**src/rtl/alu_muldiv_pkg.sv**
```systemverilog
// Shared definitions for the alu_muldiv_seq execute unit: opcode encodings,
// controller state type and the mul/div opcode classifier.
package alu_muldiv_pkg;

    typedef logic [3:0] op_t;

    localparam op_t OP_ADD   = 4'd0;
    localparam op_t OP_SUB   = 4'd1;
    localparam op_t OP_AND   = 4'd2;
    localparam op_t OP_OR    = 4'd3;
    localparam op_t OP_XOR   = 4'd4;
    localparam op_t OP_NOR   = 4'd5;
    localparam op_t OP_SLT   = 4'd6;
    localparam op_t OP_SLTU  = 4'd7;
    localparam op_t OP_MULT  = 4'd8;
    localparam op_t OP_MULTU = 4'd9;
    localparam op_t OP_DIV   = 4'd10;
    localparam op_t OP_DIVU  = 4'd11;

    typedef enum logic [1:0] {
        IDLE,
        BUSY,
        DONE
    } state_t;

    function automatic logic is_muldiv(input op_t op);
        return (op == OP_MULT) || (op == OP_MULTU) || (op == OP_DIV) || (op == OP_DIVU);
    endfunction

endpackage

```
**src/rtl/alu_muldiv_iter.sv**
```systemverilog
// Iterative datapath: shift-add multiply and restoring divide on operand
// magnitudes, one bit per cycle, with sign fix-up applied to the final step.
module alu_muldiv_iter
    import alu_muldiv_pkg::*;
#(
    parameter int WIDTH = 32
) (
    input  logic             clk,
    input  logic             rst,
    input  logic             start,
    input  logic             signed_op,
    input  logic             is_div,
    input  logic [WIDTH-1:0] a,
    input  logic [WIDTH-1:0] b,
    output logic             done,
    output logic [WIDTH-1:0] hi,
    output logic [WIDTH-1:0] lo,
    output logic             div_zero
);

    localparam int CW = $clog2(WIDTH);

    logic               busy_q;
    logic [CW-1:0]      cnt_q;
    logic [2*WIDTH-1:0] acc_q, acc_d;
    logic [WIDTH-1:0]   opb_q;
    logic [WIDTH-1:0]   a_q;
    logic               is_div_q;
    logic               neg_lo_q;
    logic               neg_rem_q;
    logic               bzero_q;

    logic               a_neg, b_neg;
    logic [WIDTH-1:0]   a_mag, b_mag;
    logic [WIDTH:0]     sum;
    logic [WIDTH:0]     trial;
    logic [2*WIDTH-1:0] prod;
    logic [WIDTH-1:0]   quo, rem;

    assign a_neg = signed_op & a[WIDTH-1];
    assign b_neg = signed_op & b[WIDTH-1];
    assign a_mag = a_neg ? -a : a;
    assign b_mag = b_neg ? -b : b;

    // acc holds {partial product, multiplier} for mul and {remainder, quotient} for div.
    always_comb begin
        // NOTE: every combinational output gets a default first so no path infers a latch.
        acc_d = acc_q;
        sum   = '0;
        trial = '0;
        if (is_div_q) begin
            trial = acc_q[2*WIDTH-1:WIDTH-1] - {1'b0, opb_q};
            if (!trial[WIDTH]) begin
                acc_d = {trial[WIDTH-1:0], acc_q[WIDTH-2:0], 1'b1};
            end else begin
                acc_d = {acc_q[2*WIDTH-2:0], 1'b0};
            end
        end else begin
            sum   = {1'b0, acc_q[2*WIDTH-1:WIDTH]} + (acc_q[0] ? {1'b0, opb_q} : '0);
            acc_d = {sum, acc_q[WIDTH-1:1]};
        end
    end

    assign done = busy_q && (cnt_q == CW'(WIDTH - 1));
    assign prod = neg_lo_q ? -acc_d : acc_d;
    assign quo  = neg_lo_q ? -acc_d[WIDTH-1:0] : acc_d[WIDTH-1:0];
    assign rem  = neg_rem_q ? -acc_d[2*WIDTH-1:WIDTH] : acc_d[2*WIDTH-1:WIDTH];

    always_comb begin
        hi       = prod[2*WIDTH-1:WIDTH];
        lo       = prod[WIDTH-1:0];
        div_zero = 1'b0;
        if (is_div_q) begin
            hi = rem;
            lo = quo;
            if (bzero_q) begin
                hi       = a_q;
                lo       = '1;
                div_zero = 1'b1;
            end
        end
    end

    always_ff @(posedge clk or posedge rst) begin
        if (rst) begin
            busy_q    <= 1'b0;
            cnt_q     <= '0;
            acc_q     <= '0;
            opb_q     <= '0;
            a_q       <= '0;
            is_div_q  <= 1'b0;
            neg_lo_q  <= 1'b0;
            neg_rem_q <= 1'b0;
            bzero_q   <= 1'b0;
        end else if (start) begin
            // NOTE: state registers use non-blocking assignments so every flop samples pre-edge values.
            busy_q    <= 1'b1;
            cnt_q     <= '0;
            acc_q     <= {{WIDTH{1'b0}}, a_mag};
            opb_q     <= b_mag;
            a_q       <= a;
            is_div_q  <= is_div;
            neg_lo_q  <= a_neg ^ b_neg;
            neg_rem_q <= a_neg;
            bzero_q   <= is_div && (b == '0);
        end else if (busy_q) begin
            acc_q <= acc_d;
            cnt_q <= cnt_q + 1'b1;
            if (done) begin
                busy_q <= 1'b0;
            end
        end
    end

endmodule

```
**src/rtl/alu_muldiv_seq.sv**
```systemverilog
// EX-stage execute unit: single-cycle ALU ops plus iterative MULT/DIV behind a
// valid/ready handshake. Define ALU_OVF_EN to add the registered ovf output.
module alu_muldiv_seq
    import alu_muldiv_pkg::*;
#(
    parameter int WIDTH = 32,
    parameter int OPW   = 4
) (
    input  logic             clk,
    input  logic             rst,
    input  logic             in_valid,
    output logic             in_ready,
    input  logic [OPW-1:0]   op,
    input  logic [WIDTH-1:0] a,
    input  logic [WIDTH-1:0] b,
    output logic             out_valid,
    input  logic             out_ready,
    output logic [WIDTH-1:0] y,
    output logic [WIDTH-1:0] hi,
    output logic [WIDTH-1:0] lo,
    output logic             zero,
    output logic             div_zero
`ifdef ALU_OVF_EN
    ,
    output logic             ovf
`endif
);

    state_t           state_q;
    logic [WIDTH-1:0] y_q, hi_q, lo_q;
    logic             zero_q, dz_q;

    op_t              op_c;
    logic             op_hi_set;
    logic             md_op;
    logic [WIDTH-1:0] sum_v, diff_v, alu_y;
    logic             it_done, it_dz;
    logic [WIDTH-1:0] it_hi, it_lo;

    // Opcodes wider than four bits with any upper bit set fall into the unknown-op class.
    assign op_c = op_t'(op);
    if (OPW > 4) begin : g_op_hi
        assign op_hi_set = |op[OPW-1:4];
    end else begin : g_op_lo
        assign op_hi_set = 1'b0;
    end

    assign md_op  = is_muldiv(op_c) && !op_hi_set;
    assign sum_v  = a + b;
    assign diff_v = a - b;

    always_comb begin
        alu_y = '0;
        case (op_c)
            OP_ADD:  alu_y = sum_v;
            OP_SUB:  alu_y = diff_v;
            OP_AND:  alu_y = a & b;
            OP_OR:   alu_y = a | b;
            OP_XOR:  alu_y = a ^ b;
            OP_NOR:  alu_y = ~(a | b);
            OP_SLT:  alu_y = WIDTH'($signed(a) < $signed(b));
            OP_SLTU: alu_y = WIDTH'(a < b);
            default: alu_y = '0;
        endcase
        if (op_hi_set) begin
            alu_y = '0;
        end
    end

`ifdef ALU_OVF_EN
    logic alu_ovf, ovf_q;

    always_comb begin
        alu_ovf = 1'b0;
        if (!op_hi_set && op_c == OP_ADD) begin
            alu_ovf = (a[WIDTH-1] == b[WIDTH-1]) && (sum_v[WIDTH-1] != a[WIDTH-1]);
        end else if (!op_hi_set && op_c == OP_SUB) begin
            alu_ovf = (a[WIDTH-1] != b[WIDTH-1]) && (diff_v[WIDTH-1] != a[WIDTH-1]);
        end
    end

    always_ff @(posedge clk or posedge rst) begin
        if (rst) begin
            ovf_q <= 1'b0;
        end else if (state_q == IDLE && in_valid) begin
            ovf_q <= alu_ovf;
        end
    end

    assign ovf = ovf_q;
`endif

    alu_muldiv_iter #(
        .WIDTH(WIDTH)
    ) u_iter (
        .clk      (clk),
        .rst      (rst),
        .start    (state_q == IDLE && in_valid && md_op),
        .signed_op(op_c == OP_MULT || op_c == OP_DIV),
        .is_div   (op_c == OP_DIV || op_c == OP_DIVU),
        .a        (a),
        .b        (b),
        .done     (it_done),
        .hi       (it_hi),
        .lo       (it_lo),
        .div_zero (it_dz)
    );

    always_ff @(posedge clk or posedge rst) begin
        if (rst) begin
            state_q <= IDLE;
            y_q     <= '0;
            hi_q    <= '0;
            lo_q    <= '0;
            zero_q  <= 1'b0;
            dz_q    <= 1'b0;
        end else begin
            case (state_q)
                IDLE: begin
                    if (in_valid) begin
                        if (md_op) begin
                            state_q <= BUSY;
                        end else begin
                            state_q <= DONE;
                            y_q     <= alu_y;
                            hi_q    <= '0;
                            lo_q    <= '0;
                            zero_q  <= (alu_y == '0);
                            dz_q    <= 1'b0;
                        end
                    end
                end
                BUSY: begin
                    if (it_done) begin
                        state_q <= DONE;
                        y_q     <= '0;
                        hi_q    <= it_hi;
                        lo_q    <= it_lo;
                        zero_q  <= ({it_hi, it_lo} == '0);
                        dz_q    <= it_dz;
                    end
                end
                DONE: begin
                    if (out_ready) begin
                        state_q <= IDLE;
                    end
                end
                default: state_q <= IDLE;
            endcase
        end
    end

    assign in_ready  = (state_q == IDLE);
    assign out_valid = (state_q == DONE);
    assign y         = y_q;
    assign hi        = hi_q;
    assign lo        = lo_q;
    assign zero      = zero_q;
    assign div_zero  = dz_q;

endmodule

```
**config.mk**
```make
export PLATFORM = sky130hd
export DESIGN_NAME = alu_muldiv_seq
export DESIGN_NICKNAME = d
export VERILOG_FILES = /design/src/rtl/alu_muldiv_pkg.sv /design/src/rtl/alu_muldiv_iter.sv /design/src/rtl/alu_muldiv_seq.sv
export SDC_FILE = /design/constraint.sdc
export NUM_CORES = 1
export LEC_CHECK = 0
export CAP_MARGIN = 20
export CORE_ASPECT_RATIO = 0.75
export CORE_UTILIZATION = 45
export DETAILED_ROUTE_END_ITERATION = 10
export PLACE_DENSITY_LB_ADDON = 0.25
export SLEW_MARGIN = 25
export SYNTH_ARGS = -nofsm -noshare
export SYNTH_HDL_FRONTEND = slang
export SYNTH_SLANG_ARGS = --single-unit
export TNS_END_PERCENT = 1
```
**constraint.sdc**
```tcl
create_clock -name clk -period 12.66 [get_ports clk]
set_input_delay 1.899 -clock clk [delete_from_list [all_inputs] [get_ports clk]]
set_output_delay 1.899 -clock clk [all_outputs]
set_load 0.02 [all_outputs]
```
; Word level (Yosys, flattened, before mapping)
; Index checks and enable logic that the tools add are counted.
[totals]
out_inout_bits = 100
reg_bits = 238
input_bits = 72
word_cells = 115
[op_classes]
mux = 45
order_cmp = 2
bitwise = 7
eq_ne = 18
reduce_logical = 18
n_addsub = 10
[ops]
columns = op, n
row1 = 2-to-1 mux 32 bit, 16
row2 = 2-to-1 mux 64 bit, 5
row3 = one-hot mux 32 bit (8 select lines), 1
row4 = one-hot mux 32 bit (2 select lines), 3
row5 = negator 32 bit, 4
row6 = zero test 32 bit, 2
row7 = zero test 64 bit, 1
row8 = < comparator 32 bit, 2
row9 = negator 64 bit, 1
row10 = adder 32 x 33 -> 33 bit, 1
row11 = subtractor 33 x 32 -> 33 bit, 1
row12 = adder 32 bit, 1
row13 = bitwise AND 32 bit, 1
row14 = NOT 32 bit, 1
row15 = bitwise OR 32 bit, 1
row16 = subtractor 32 bit, 1
row17 = bitwise XOR 32 bit, 1
row18 = equality test 4 x 3 -> 1 bit (second input constant), 4
row19 = equality test 4 bit (second input constant), 4
row20 = 2-to-1 mux 1 bit, 11
row21 = 2-to-1 mux 5 bit, 2
row22 = equality test 4 x 2 -> 1 bit (second input constant), 2
row23 = 2-to-1 mux 2 bit, 4
row24 = inequality test 2 bit (second input constant), 3
row25 = 17 further kinds, 27

; Logic depth before layout (Yosys ltp)
; Gate-level depths: netlist of the first run.
[logic_depth]
word_depth = 10
ltp_mapped = 28

; By module
; From an unflattened synthesis of the first run, not the netlist that was laid out.
[unflattened]
cells_unflattened = 3205
area_unflattened_um2 = 24658.6
[modules_own_cells]
columns = module, area_each_um2, n_inst, cells_per_inst, seq_area_each_um2
row1 = alu_muldiv_iter, 14756.7, 1, 1971, 3453.3
row2 = alu_muldiv_seq, 9902.0, 1, 1234, 2502.4

; Worst setup path after synthesis of the first run
; OpenSTA, ideal clock, no wires.
[synth_path]
kind = flip-flop to flip-flop
from = register u_iter.acc_q[31]
to = register zero_q (netlist: zero)
path_slack_ns = 6.783
arrival_time_ns = 5.797
stages_incl_launch_ff = 29
required_ns = 12.580
cell_sequence = dfrtp_1 > inv_1 > ha_1 > inv_1 > fa_1 > a211oi_1 > o211ai_2 > nand3_1 > o31ai_2 > buf_4 > a21oi_1 > o211ai_1 > clkbuf_1 > inv_1 > ha_1 > o211ai_1 > or4_1 > or4b_2 > o21ai_0 > xor2_1 > nor2_1 > nand3_1 > nor4_1 > nand4_1 > nor4b_1 > o2111ai_1 > nor4_1 > nand4_1 > o211ai_2
[synth_between]
elab_chain_len = 10
word_cells_on_any_way = 16
classes_between = add/sub: 4 / mux: 11 / reduce/logical: 1
[synth_rtl]
columns = item, line_no
row1 = "start, declared", alu_muldiv_iter.sv:25  ; logic [2*WIDTH-1:0] acc_q, acc_d;
row2 = "start signal, assigned", alu_muldiv_iter.sv:99  ; acc_q <= {{WIDTH{1'b0}}, a_mag};
row3 = subtractor 33 x 32 -> 33 bit, alu_muldiv_iter.sv:52  ; trial = acc_q[2*WIDTH-1:WIDTH-1] - {1'b0, opb_q};
row4 = 2-to-1 mux 64 bit, alu_muldiv_iter.sv:53  ; if (!trial[WIDTH]) begin
row5 = 2-to-1 mux 64 bit (*), alu_muldiv_iter.sv:51  ; if (is_div_q) begin
row6 = "negator 32 bit, on equally long branches", "alu_muldiv_iter.sv:66, alu_muldiv_iter.sv:67"
row7 = "2-to-1 mux 32 bit, on equally long branches", "alu_muldiv_iter.sv:66, alu_muldiv_iter.sv:67"
row8 = 2-to-1 mux 32 bit, alu_muldiv_iter.sv:76  ; if (bzero_q) begin
row9 = 2-to-1 mux 32 bit, alu_muldiv_iter.sv:73  ; if (is_div_q) begin
row10 = zero test 64 bit (*), alu_muldiv_seq.sv:139  ; zero_q <= ({it_hi, it_lo} == '0);
row11 = 2-to-1 mux 1 bit (*), alu_muldiv_seq.sv:134  ; if (it_done) begin
row12 = one-hot mux 1 bit (2 select lines) (*), alu_muldiv_seq.sv:118  ; case (state_q)
row13 = "end signal, assigned", alu_muldiv_seq.sv:128  ; zero_q <= (alu_y == '0);
row14 = "end signal, assigned", alu_muldiv_seq.sv:139
row15 = "end, declared", alu_muldiv_seq.sv:31  ; logic zero_q, dz_q;
; Mark *: on every way between the ends. The rest lies on a longest branch, timed or not. The select of a mux whose other input is x is not followed.
; A chain may end at the register's enable or synchronous reset.

; Final worst setup path of the first run
; Ends and elaborated chain as after synthesis.

==> impl_results.md, run 1 <==
- Slowest cell on crit path: nor2_1
- Worst path max stage delay: 920 ps
- CP endpoint kind: flip-flop
- Syn. warnings: 0
- Place WS: 5040 ps
- FF+latch area: 5960 µm²
- I/O Pins: 172
- First-pass GRT wire length: 152000 µm
- Area growth syn-to-layout: 13.8%
- Leading cell type in the layout, fill and taps excluded: nand2_1
- Status: complete, no violations
- Initial Utilization: 0.458
- DR vias/cell: 6.54
- WP data required: 13180 ps
- Startpoint Class: flip-flop
- Drt first pass iters: 5
- Clock root buffer master: clkbuf_16
- Fmax achieved: 0.124 GHz
- Largest net degree at the start of global routing: 107
- Max Slew Vio Count: 0
- Crit path max fanout: 12
- Commonest non-fill, non-tap cells in the layout: nand2_1, o21ai_0, dfrtp_1
- Mapped cell area: 23700 µm²
- DRC: 0
- Drt initial violations: 3218
- Clock Tree Buf Depth: 3
- CTS tree: built
- Synth Register Bits: 238
- Worst Tran Pin Value: 1180 ps
- Final WS setup: 4630 ps
- GPL Wtd Cong: 1.03
- Final hold vios: 0
- Core box area: 51800 µm²
- Total number of vias: 25300
- Initial antenna violation count: 2
- Share of cells above drive strength 1: 0.0527
- # rows: 72
- Die area: 53700 µm²
- Antenna viol nets, final: 0
- Total power draw: 0.00904 W
- TNS Setup: 0 ps
- Post-synthesis cell type count: 99
- Hold Buf Count CTS: 0
- Max-cap violations: 0
- RSZ-0062 raised after global routing: no
- Post-synth EDFFs: 0
- Number of H-tree levels: 1
- WP buf/inv: 5
- Filler cells: 4972
- Final nets: 3390
- Cells after Synth: 3097
- GRT Residual Overflow: 0
- DP Wirelength: 79300 µm
- Clk Latency, worst-skew pair: 600 ps
- Fin crit period: 8030 ps
- Die Span Y: 201 µm
- Multi-input logic area: 16500 µm²
- Crit Path Category: flip-flop to flip-flop
- Period utilization: 0.635
- Top FF cell, synth: dfrtp_1
- Hold crit path type: flip-flop to flip-flop
- DIE WIDTH: 267 µm
- CTS sink count: 238
- Routed WL: 102000 µm
- CTS clk-pin slew, worst paths: 70 ps
- Port Buffer Count: 171
- Vias in the first global route: 23400
- Total track usage: 0.371
- Drt wl/cell: 26.3 µm
- Async SR Flop Fraction: 1.00
- Final Skew: 20.0 ps
- Top delay family on crit path: simple AND/OR/NAND/NOR gates
- Leakage power: 11.4 nW
- PwrDens: 334 nW/µm²
- Maximum vdd drop: 0.173 mV
- Cts bufs inserted: 28
- Post-CTS Setup Repair Bufs: 0
- Slew margin rel.: 0.211
- Net Count, Synth: 3338
- Final setup fails: 0
- Cts repair resizes: 0
- Register area share after synthesis: 0.251
- CP arrival: 8550 ps
- Avg Inst Size Synth: 7.66 µm²
## synth_stat cells, drive strengths merged, types with 40 or more instances
cell / instances / area (µm²)
nand2: 366 / 1370
o21ai: 293 / 1470
dfrtp: 238 / 5960
nor2: 228 / 856
a21oi: 214 / 1070
ha: 165 / 2060
clkbuf: 160 / 602
inv: 147 / 552
xnor2: 147 / 1290
nor3: 87 / 447
mux2i: 69 / 691
o211ai: 64 / 490
a31oi: 58 / 378
nand3: 56 / 285
xor2: 56 / 490
and2: 55 / 344
a21o: 52 / 390
a211oi: 43 / 345
o31ai: 43 / 328
nand4: 40 / 250
## sequential cells by signal (all words and copies together), names as in the netlist, 2 cells and up
signal,count
hi,32
u_iter.a_q,32
y,32
u_iter.acc_q,64
state_q,2
lo,32
u_iter.opb_q,32
u_iter.cnt_q,5
## metrics by stage
stage | std cells | util | hold WS (ps) | cell area [µm²]
2_1_floorplan | 3097 | - | 441 | 23700
3_3_place_gp | 3821 | 0.501 | 450 | 26000
3_5_place_dp | 3822 | 0.501 | 460 | 26000
4_1_cts | 3873 | 0.521 | 474 | 27000
5_1_grt | 3873 | 0.521 | 500 | 27000
6_report | 3874 | 0.521 | 467 | 27000
## tightest hold or removal path, delay by kind of cell (launching register included)
family           cells  cell delay (ps)
flip-flops           1              340
AND/OR/NAND/NOR      2              100
## cells by family (layout without fill, tap and decap cells)
kind of cell | Yosys count | in the layout | share of synthesized area
flops | 238 | 238 | 0.251
compound gates | 1024 | 1024 | 0.283
xor+xnor | 203 | 203 | 0.0749
other cells | 0 | 1 | 0
simple gates | 1043 | 1043 | 0.213
fa+ha+maj | 169 | 169 | 0.0904
mux | 74 | 74 | 0.0315
buf+inv | 346 | 419 | 0.0563
## power breakdown
| part | switching (W) | internal (W) | total, W |
|---|---|---|---|
| sequential | 0.000397 | 0.00105 | 0.00145 |
| clock | 0.000375 | 0.000556 | 0.000931 |
| combinational | 0.00441 | 0.00224 | 0.00665 |
## path summary, 6_finish.rpt
path | start | endpoint | slack [ps] | cells past startpoint
max in group asynchronous | rst | u_iter.acc_q[61] | 8640 | 4
min reg2reg | lo[21] | lo[21] | 470 | 2
max reg2reg | u_iter.acc_q[31] | zero | 4630 | 28
min | lo[21] | lo[21] | 470 | 2
min in group asynchronous | rst | u_iter.opb_q[6] | 1800 | 2
max | u_iter.acc_q[31] | zero | 4630 | 28
## metal layers
metal  track usage  up-vias  part of all wire
li1              -    11400                 -
met1         0.561    12400              0.46
met2         0.506     1430              0.39
met3        0.0937      166              0.11
met4         0.112        2             0.032
met5        0.0162        -            0.0012
## area by class of cell
class | instances | share of cell area
clock buffers | 38 | 0.0303
well taps | 703 | 0.0326
repair buffers | 219 | 0.0767
diodes | 1 | 0.0000926
multi-input cells | 2513 | 0.611
inverters | 149 | 0.0210
clock inverters | 13 | 0.00811
flip-flops and latches | 238 | 0.221
No activity file was read; power rests on OpenSTA's default activity.
==> inputs of run 2 (changes only) <==
==> constraint.sdc (replaced) <==
create_clock -name clk -period 6.75 [get_ports clk]
set_input_delay 1.0125 -clock clk [delete_from_list [all_inputs] [get_ports clk]]
set_output_delay 1.0125 -clock clk [all_outputs]
set_load 0.02 [all_outputs]
==> run 2 against run 1 <==
Largest cell class unchanged. Critical path type unchanged. Routed wire length up 4.3%. Clock skew down 4.9 ps. First-iteration DRC count rose by 3.5%. Register-to-register slack got worse by 4400 ps. Non-clock buffer count is 67 higher. Highest routed layer is now met4. Global-route usage rose by 1.8 points. Setup slack worse by 4400 ps. Die area did not move. Final cell count grew 1.7%. Count of clock-buffer cells in the layout down 1. Via count increased by 0.94%.
==> impl_results.md, run 2 (synthesis gave the netlist of run 1 again) <==
- Status: complete, no violations
- Core box area: 51800 µm²
- Final nets: 3457
- Top delay family on crit path: compound AO/OA/AOI/OAI gates
- DIE WIDTH: 267 µm
- # rows: 72
- Slowest cell on crit path: o311ai_1
- CTS tree: built
- CP endpoint kind: flip-flop
- Initial Utilization: 0.458
- Drt first pass iters: 6
- Max reg flops: 64
- TNS Setup: 0 ps
- Fin crit period: 6480 ps
- DR vias/cell: 6.49
- Filler cells: 5024
- Crit Path Category: flip-flop to flip-flop
- Vias in the first global route: 23400
- Largest net degree at the start of global routing: 183
- DP Wirelength: 85000 µm
- Non-filler cells, final: 3940
- Share of cells above drive strength 1: 0.0717
- CTS clk-pin slew, worst paths: 70 ps
- First-pass GRT wire length: 157000 µm
- Max Slew Vio Count: 0
- Commonest non-fill, non-tap cells in the layout: nand2_1, o21ai_0, dfrtp_1
- Fmax achieved: 0.154 GHz
- Final core occ: 0.530
- CP arrival: 6990 ps
- Clk Latency, worst-skew pair: 590 ps
- GRT Residual Overflow: 0
- GPL Wtd Cong: 1.05
- Hold crit path type: flip-flop to flip-flop
- WP data required: 7260 ps
- Die Span Y: 201 µm
- CTS sink count: 238
- Hold Buf Count CTS: 0
- Crit path max fanout: 17
- Final Skew: 15.0 ps
- Startpoint Class: flip-flop
- Max-cap violations: 0
- Drt wl/cell: 27.0 µm
- Area growth syn-to-layout: 15.6%
- Worst Tran Pin Value: 1190 ps
- Final hold vios: 0
- DRC: 0
- Number of H-tree levels: 1
- Routed WL: 106000 µm
- Placed insts: 3888
- Total track usage: 0.389
- Period utilization: 0.959
- Cts bufs inserted: 28
- Slew margin rel.: 0.203
- Clock root buffer master: clkbuf_16
- RSZ-0062 raised after global routing: no
- Most common cell on crit path: nand4_1
- I/O Pins: 172
- Final setup fails: 0
- Port Buffer Count: 171
- Initial antenna violation count: 5
- Clock Tree Buf Depth: 3
- Total number of vias: 25600
- Multi-input logic area: 16500 µm²
- Drt initial violations: 3331
- Worst path cell trace: ha_1 -> a21o_1 -> a2111oi_4 -> o21ai_2 -> or2_0 -> a31oi_4 -> nand4_1 -> o311ai_1 -> nand3_1 -> or4_4 -> o311a_1 -> or4_1 -> nor4_2 -> nand4_1 -> o211ai_2
- Die area: 53700 µm²
- Leading cell type in the layout, fill and taps excluded: nand2_1
- Worst path max stage delay: 750 ps
- Antenna viol nets, final: 0
- FF+latch area: 5960 µm²
- WP buf/inv: 0
- Post-CTS Setup Repair Bufs: 0
- Biggest register: u_iter.acc_q
run 2: cell count changes in the layout (fill, tap and decap cells not counted), moves of 2 or more:
cell,previous run,this run
clkbuf_8,8,4
clkinv_2,2,4
clkbuf_1,2,5
buf_12,0,3
inv_8,2,0
buf_4,47,113
bufinv_16,5,2
clkinv_4,0,3
run 2: layout make-up:
| class | count | area share |
|---|---|---|
| multi-input cells | 2513 | 0.601 |
| flip-flops and latches | 238 | 0.217 |
| repair buffers | 286 | 0.0951 |
| well taps | 703 | 0.0321 |
| clock buffers | 37 | 0.0282 |
| inverters | 149 | 0.0205 |
| clock inverters | 12 | 0.00506 |
| diodes | 2 | 0.000182 |
run 2: path summary, 6_finish.rpt:
| check | start | end | slack [ps] | cells after the start |
|---|---|---|---|---|
| min | y[29] | y[29] | 480 | 2 |
| min reg2reg | y[29] | y[29] | 480 | 2 |
| max | u_iter.acc_q[48] | zero | 270 | 15 |
| max reg2reg | u_iter.acc_q[48] | zero | 270 | 15 |
| max in group asynchronous | rst | hi[18] | 4760 | 3 |
| min in group asynchronous | rst | u_iter.a_q[3] | 740 | 2 |
run 2: worst register-to-register path, delay by kind of cell, from the launching register on:
| family | cells | cell delay, ps |
|---|---|---|
| flops | 1 | 440 |
| compound gates | 7 | 2870 |
| simple gates | 7 | 2730 |
| fa+ha+maj | 1 | 380 |
run 2: metrics by stage:
| stage | hold slack (ps) | setup slack, ps | area, µm² |
|---|---|---|---|
| floorplan | 441 | 873 | 23700 |
| global placement | 455 | 334 | 26500 |
| detailed placement | 467 | 231 | 26500 |
| CTS | 480 | 460 | 27400 |
| global route | 503 | 59.5 | 27400 |
| finish | 476 | 274 | 27400 |
run 2: what timing repair did:
item,4_1_cts,5_1_grt
setup endpoints to repair,0,1
hold endpoints to repair,0,0
gates resized for setup,0,2
run 2: metal layers:
| metal | global-route usage | up-vias | wire length (µm) |
|---|---|---|---|
| met2 | 0.523 | 1437 | 41200 |
| met1 | 0.594 | 12500 | 49200 |
| met4 | 0.0780 | 0 | 2400 |
| met5 | 0 | - | 0 |
| li1 | - | 11500 | - |
| met3 | 0.124 | 136 | 13600 |
Power of run 2 is left out: the tool's default activity adds up to more than one toggle a clock period on the data nets, which glitch-free logic cannot reach.
